File: src/rtl/ps2_key_rx_if.sv
// Bus bundle between the PS/2 keyboard receiver and the game logic that consumes its decoded keys.
// code_valid is a one-cycle strobe with no ready/back-pressure: code, brk and ext are meaningful
// in the strobe cycle and hold until the next strobe, so a consumer must sample on code_valid.
interface ps2_key_rx_if;
    logic       ps2_clk;
    logic       ps2_data;
    logic [7:0] code;
    logic       code_valid;
    logic       brk;
    logic       ext;
    logic       up_pulse;
    logic       up_held;
    logic       mode;
    logic       frame_err;

    modport master (
        input  ps2_clk,
        input  ps2_data,
        output code,
        output code_valid,
        output brk,
        output ext,
        output up_pulse,
        output up_held,
        output mode,
        output frame_err
    );

    modport slave (
        output ps2_clk,
        output ps2_data,
        input  code,
        input  code_valid,
        input  brk,
        input  ext,
        input  up_pulse,
        input  up_held,
        input  mode,
        input  frame_err
    );
endinterface

File: src/rtl/ps2_key_rx.sv
// PS/2 keyboard receiver: frames bytes, folds E0/F0 prefixes and drives game up/mode controls.
// Define PS2_PARITY_CHECK_EN to reject frames with even parity; otherwise parity is ignored.
module ps2_key_rx #(
    parameter int         TIMEOUT_CYC = 100000,
    parameter logic [7:0] UP_CODE     = 8'h29,
    parameter logic [7:0] MODE_CODE   = 8'h3A
) (
    input  logic            clk,
    input  logic            rst_n,
    ps2_key_rx_if.master    bus,
    output logic [1:0]      state_dbg,
    output logic            parity_ok_dbg
);

    localparam int             CW      = (TIMEOUT_CYC > 1) ? $clog2(TIMEOUT_CYC) : 1;
    localparam logic [CW-1:0]  TO_LAST = CW'(TIMEOUT_CYC - 1);

    typedef enum logic [1:0] {
        S_IDLE   = 2'd0,
        S_DATA   = 2'd1,
        S_PARITY = 2'd2,
        S_STOP   = 2'd3
    } state_t;

    state_t        state;
    logic          clk_s1, clk_s2, clk_d;
    logic          dat_s1, dat_s2;
    logic          fall;
    logic [7:0]    shreg;
    logic [2:0]    bit_cnt;
    logic          par_bit;
    logic [CW-1:0] to_cnt;
    logic          brk_f, ext_f;
    logic          parity_ok;
    logic          frame_good;
    logic          timeout;

    // Synchronizers reset to the idle-high bus level so reset release never looks like a fall.
    always_ff @(posedge clk or negedge rst_n) begin
        if (!rst_n) begin
            clk_s1 <= 1'b1;
            clk_s2 <= 1'b1;
            clk_d  <= 1'b1;
            dat_s1 <= 1'b1;
            dat_s2 <= 1'b1;
        end else begin
            clk_s1 <= bus.ps2_clk;
            clk_s2 <= clk_s1;
            clk_d  <= clk_s2;
            dat_s1 <= bus.ps2_data;
            dat_s2 <= dat_s1;
        end
    end

    assign fall      = clk_d & ~clk_s2;
    assign parity_ok = ^{shreg, par_bit};

`ifdef PS2_PARITY_CHECK_EN
    assign frame_good = dat_s2 & parity_ok;
`else
    assign frame_good = dat_s2;
`endif

    // A fall in the same cycle wins over the timeout.
    assign timeout = (state != S_IDLE) && !fall && (to_cnt == TO_LAST);

    assign state_dbg     = state;
    assign parity_ok_dbg = parity_ok;

    always_ff @(posedge clk or negedge rst_n) begin
        if (!rst_n) begin
            state          <= S_IDLE;
            shreg          <= 8'h00;
            bit_cnt        <= 3'd0;
            par_bit        <= 1'b0;
            to_cnt         <= '0;
            brk_f          <= 1'b0;
            ext_f          <= 1'b0;
            bus.code       <= 8'h00;
            bus.code_valid <= 1'b0;
            bus.brk        <= 1'b0;
            bus.ext        <= 1'b0;
            bus.up_pulse   <= 1'b0;
            bus.up_held    <= 1'b0;
            bus.mode       <= 1'b0;
            bus.frame_err  <= 1'b0;
        end else begin
            bus.code_valid <= 1'b0;
            bus.up_pulse   <= 1'b0;
            bus.frame_err  <= 1'b0;

            if (state == S_IDLE || fall) begin
                to_cnt <= '0;
            end else begin
                to_cnt <= to_cnt + 1'b1;
            end

            if (timeout) begin
                state         <= S_IDLE;
                bus.frame_err <= 1'b1;
            end else if (fall) begin
                case (state)
                    S_IDLE: begin
                        if (!dat_s2) begin
                            state   <= S_DATA;
                            bit_cnt <= 3'd0;
                        end
                    end
                    S_DATA: begin
                        shreg   <= {dat_s2, shreg[7:1]};
                        bit_cnt <= bit_cnt + 3'd1;
                        if (bit_cnt == 3'd7) begin
                            state <= S_PARITY;
                        end
                    end
                    S_PARITY: begin
                        par_bit <= dat_s2;
                        state   <= S_STOP;
                    end
                    S_STOP: begin
                        state <= S_IDLE;
                        if (!frame_good) begin
                            bus.frame_err <= 1'b1;
                        end else if (shreg == 8'hF0) begin
                            brk_f <= 1'b1;
                        end else if (shreg == 8'hE0) begin
                            ext_f <= 1'b1;
                        end else begin
                            bus.code       <= shreg;
                            bus.brk        <= brk_f;
                            bus.ext        <= ext_f;
                            bus.code_valid <= 1'b1;
                            brk_f          <= 1'b0;
                            ext_f          <= 1'b0;
                            // Extended keys share scan codes with the game keys and must not alias them.
                            if (!ext_f && shreg == UP_CODE) begin
                                bus.up_held  <= !brk_f;
                                bus.up_pulse <= !brk_f;
                            end
                            if (!ext_f && !brk_f && shreg == MODE_CODE) begin
                                bus.mode <= !bus.mode;
                            end
                        end
                    end
                    default: state <= S_IDLE;
                endcase
            end
        end
    end

endmodule

File: src/flat_wrapper.sv
// flat-port wrapper written by rule: the top's interface ports become plain ports
module ps2_key_rx_flat 
#(
    parameter int         TIMEOUT_CYC = 100000,
    parameter logic [7:0] UP_CODE     = 8'h29,
    parameter logic [7:0] MODE_CODE   = 8'h3A
)
  (clk, rst_n, state_dbg, parity_ok_dbg, bus_ps2_clk, bus_ps2_data, bus_code, bus_code_valid, bus_brk, bus_ext, bus_up_pulse, bus_up_held, bus_mode, bus_frame_err);
  ps2_key_rx_if bus_i ();
  input  logic clk;
  input  logic rst_n;
  output logic [1:0] state_dbg;
  output logic parity_ok_dbg;
  input wire logic [$bits(bus_i.ps2_clk)-1:0] bus_ps2_clk;
  input wire logic [$bits(bus_i.ps2_data)-1:0] bus_ps2_data;
  output wire logic [$bits(bus_i.code)-1:0] bus_code;
  output wire logic [$bits(bus_i.code_valid)-1:0] bus_code_valid;
  output wire logic [$bits(bus_i.brk)-1:0] bus_brk;
  output wire logic [$bits(bus_i.ext)-1:0] bus_ext;
  output wire logic [$bits(bus_i.up_pulse)-1:0] bus_up_pulse;
  output wire logic [$bits(bus_i.up_held)-1:0] bus_up_held;
  output wire logic [$bits(bus_i.mode)-1:0] bus_mode;
  output wire logic [$bits(bus_i.frame_err)-1:0] bus_frame_err;
  assign bus_i.ps2_clk = bus_ps2_clk;
  assign bus_i.ps2_data = bus_ps2_data;
  assign bus_code = bus_i.code;
  assign bus_code_valid = bus_i.code_valid;
  assign bus_brk = bus_i.brk;
  assign bus_ext = bus_i.ext;
  assign bus_up_pulse = bus_i.up_pulse;
  assign bus_up_held = bus_i.up_held;
  assign bus_mode = bus_i.mode;
  assign bus_frame_err = bus_i.frame_err;
  ps2_key_rx #(.TIMEOUT_CYC(TIMEOUT_CYC), .UP_CODE(UP_CODE), .MODE_CODE(MODE_CODE)) u_core (.clk(clk), .rst_n(rst_n), .bus(bus_i), .state_dbg(state_dbg), .parity_ok_dbg(parity_ok_dbg));
endmodule
File: config.mk
export PLATFORM = sky130hd
export DESIGN_NAME = ps2_key_rx_flat
export DESIGN_NICKNAME = d
export VERILOG_FILES = /design/src/rtl/ps2_key_rx_if.sv /design/src/rtl/ps2_key_rx.sv /design/src/flat_wrapper.sv
export SDC_FILE = /design/constraint.sdc
export NUM_CORES = 1
export LEC_CHECK = 0
export CORE_ASPECT_RATIO = 1.4
export CORE_UTILIZATION = 48
export CTS_CLUSTER_SIZE = 40
export DETAILED_ROUTE_END_ITERATION = 8
export PLACE_DENSITY = 0.68
export SETUP_SLACK_MARGIN = 0.5
export SYNTH_ARGS = -nofsm -noshare
export SYNTH_HDL_FRONTEND = slang
export SYNTH_SLANG_ARGS = --single-unit
File: constraint.sdc
create_clock -name clk -period 1.9 [get_ports clk]
set_clock_uncertainty 0.1 [all_clocks]
set_input_delay 0.57 -clock clk [delete_from_list [all_inputs] [get_ports clk]]
set_output_delay 0.57 -clock clk [all_outputs]
set_load 0.01 [all_outputs]
==> impl_metrics.toml <==
[outcome]
status = "finished, violations left"
violations = "setup timing"

[floorplanning]
die_w_um = 61.8
ios = 22
num_rows = 30
core_area_sq_mm = 0.00484
die_y_um = 85.8
dieArea_sq_mm = 0.00530
initial_core_util_pct = 49.7

[critical_path]
cp.required_ns = 1.23
crit_path_max_incr_delay_ns = 0.40
cp-end-kind = "output port"
crit_path_start_kind = "flop"
arrival_ns = 1.49
crit_chain = "xnor2_1, xnor2_1, xnor2_1, xnor2_1, buf_2"
worstPathMaxFanout = 2
worstSetupPathType = "reg2out"
critPathMostFrequentCell = "xnor2_1"
cpMaxStageDelayCell = "dfrtp_1"

[yosys]
syn_avg_cell_area_sq_um = 11.7
synthCells = 205
synth_area_leaders = "dfrtp_1, mux2_2, dfstp_2, xnor2_1, ha_1"
synthDistinctLibCells = 39
ys_seq_elements = 53
synth_top_area_cell = "dfrtp_1"
ys_seq_area_share_pct = 55.4
synth_fp_nets = 217
async_flop_share_pct = 100
synth_edf_count = 0
synth_ff_type = "dfrtp_1"
yosysTopAreaCellShare_pct = 49.9
syn_area_sq_mm = 0.00240
yosysWarnings = 0

[clock_tree]
cts_num_sinks = 53
clkTransAtPathRegs_ns = 0.10
numCtsBuffers = 5
cts_tree = "built"
clock_latency_ns = 0.31
holdBufCountCts = 0
htreeDepth = 2
ctsRootBufferMaster = "clkbuf_8"
clockBufferDepth = 2

[sta]
tns_ns = -0.257
timing.fmax_mhz = 464
setup_viol = 1
drv_slew = 0
hold_viol = 0
rsz0062_at_grt = "yes"
max_slew_margin_pct = 75.9
holdWs_ns = 0.0558
min_period_ns = 2.16
setup_ws_ns = -0.257
post-route-period-util_pct = 114
worst_pin_slew_ns = 0.357

[power]
fin_total_pwr_mw = 4.29
leakage_nw = 1.72
pwr_density_cell_mw_per_mm2 = 1140
ir_worst_vdd_v = 0.000941

[drt]
firstDrtPassIters = 4
wl_um = 5770
vias = 1852
drc_errors = 0
routed_via_density = 5.28
wl_per_cell_um = 16.4
ant_nets = 0
drt_iter0_drc = 33

[cells_and_area]
synthToLayoutAreaGrowth_pct = 56.4
nets = 298
final_cells = 351
antenna_cells = 0
final_common_cell = "dfrtp_1"
n_fill_cell = 279
drive_above_1_share_pct = 58.2
final_cell_mix = "dfrtp_1, buf_4, buf_6"

[global_route]
grt_max_degree = 40
grt_use_total_pct = 23.3
grt_first_pass_wirelength_um = 8980
antenna_found_initial = 0
grt_overflow_total = 0
grt_pass1_vias = 1860

[placed_design]
place.port_buffers = 21
dp_hpwl_um = 2960
dp.cells = 302
dp_slack_ns = -0.320
place_congestion = 0.842

[run]
cap_violations = 0

[worst_hold_path]
hold_path.class = "in2async"
[sequential cells by signal, summed over array words and instances (netlist names), 2 cells and up]
register and flops:
u_core.shreg 8, u_core.to_cnt 17, u_core.state_dbg 2, u_core.bus.code 8
u_core.bit_cnt 3
[synthesized netlist by cell type, drive strengths merged, types with 3 or more instances]
cell / n
a21oi: 3
buf: 6
dfrtp: 48
dfstp: 5
ha: 8
inv: 9
mux2: 18
nand2: 9
nand3: 11
nand4: 8
nor2: 23
nor2b: 3
nor4: 3
o21ai: 5
xnor2: 14
xor2: 7
[metal layers]
metal | wire length (um) | up-vias | GRT usage, %
met5 | 0 | - | 0
met1 | 2230 | 928 | 26.1
li1 | - | 876 | -
met2 | 3250 | 36 | 41.4
met4 | 119 | 0 | 8.89
met3 | 159 | 12 | 5.13
[stage by stage]
| stage | area (sq um) | util, % |
|---|---|---|
| floorplan | 2480 | - |
| global placement | 2860 | 59.0 |
| detailed placement | 2860 | 59.0 |
| CTS | 3500 | 72.3 |
| global route | 3760 | 77.7 |
| finish | 3760 | 77.7 |
[worst paths after layout]
kind | from | endpoint | slack (ns) | cells after the start
worst max-delay path | u_core.shreg[5] | parity_ok_dbg | -0.26 | 5
min in group clk | u_core.dat_s1 | u_core.dat_s2 | 0.26 | 0
worst min register to register | u_core.dat_s1 | u_core.dat_s2 | 0.26 | 0
worst min-delay path | rst_n | u_core.bus.code[1] | 0.06 | 1
worst max register to register | u_core.shreg[1] | u_core.bus.code[6] | 0.10 | 5
max in group asynchronous | rst_n | u_core.clk_s2 | 1.06 | 2
[worst max-delay path: cells and delay by family (launching register included)]
kind	cells	cell delay, ns
XOR/XNOR	4	0.64
buffers and inverters	1	0.14
flip-flops	1	0.40
[kinds of logic after synthesis]
family                     count (synthesis)  share of synthesized area (%)
buffers and inverters                     15                           2.97
adders and majority gates                  8                           4.16
AOI/OAI and AO/OA                         16                           4.47
xor gates and xnor gates                  21                           7.65
muxes                                     19                           8.84
DFF                                       53                           55.4
and+or+nand+nor                           73                           16.5
[area by class of cell]
cell class | count | area (sq um) | share of cell area (%)
clock buffer | 6 | 72.6 | 1.93
multi-input combinational | 138 | 1480 | 39.4
clock inverter | 2 | 15.0 | 0.399
sequential | 53 | 1340 | 35.5
tap | 64 | 80.1 | 2.13
inverter | 9 | 38.8 | 1.03
timing repair buffer | 79 | 737 | 19.6
[what timing repair did]
item	CTS	global route
setup endpoints to repair	66	66
resized for setup	164	33
endpoints found under the hold margin	0	0
buffers inserted	24	14
pin swaps	27	18
gates cloned	3	0
[where the power goes]
part           internal [mW]  switching (mW)
registers               1.33           0.144
clock network          0.260           0.363
logic                   1.20           0.992
total                   2.79            1.50
Note: power is estimated with default switching activity, not from simulation.
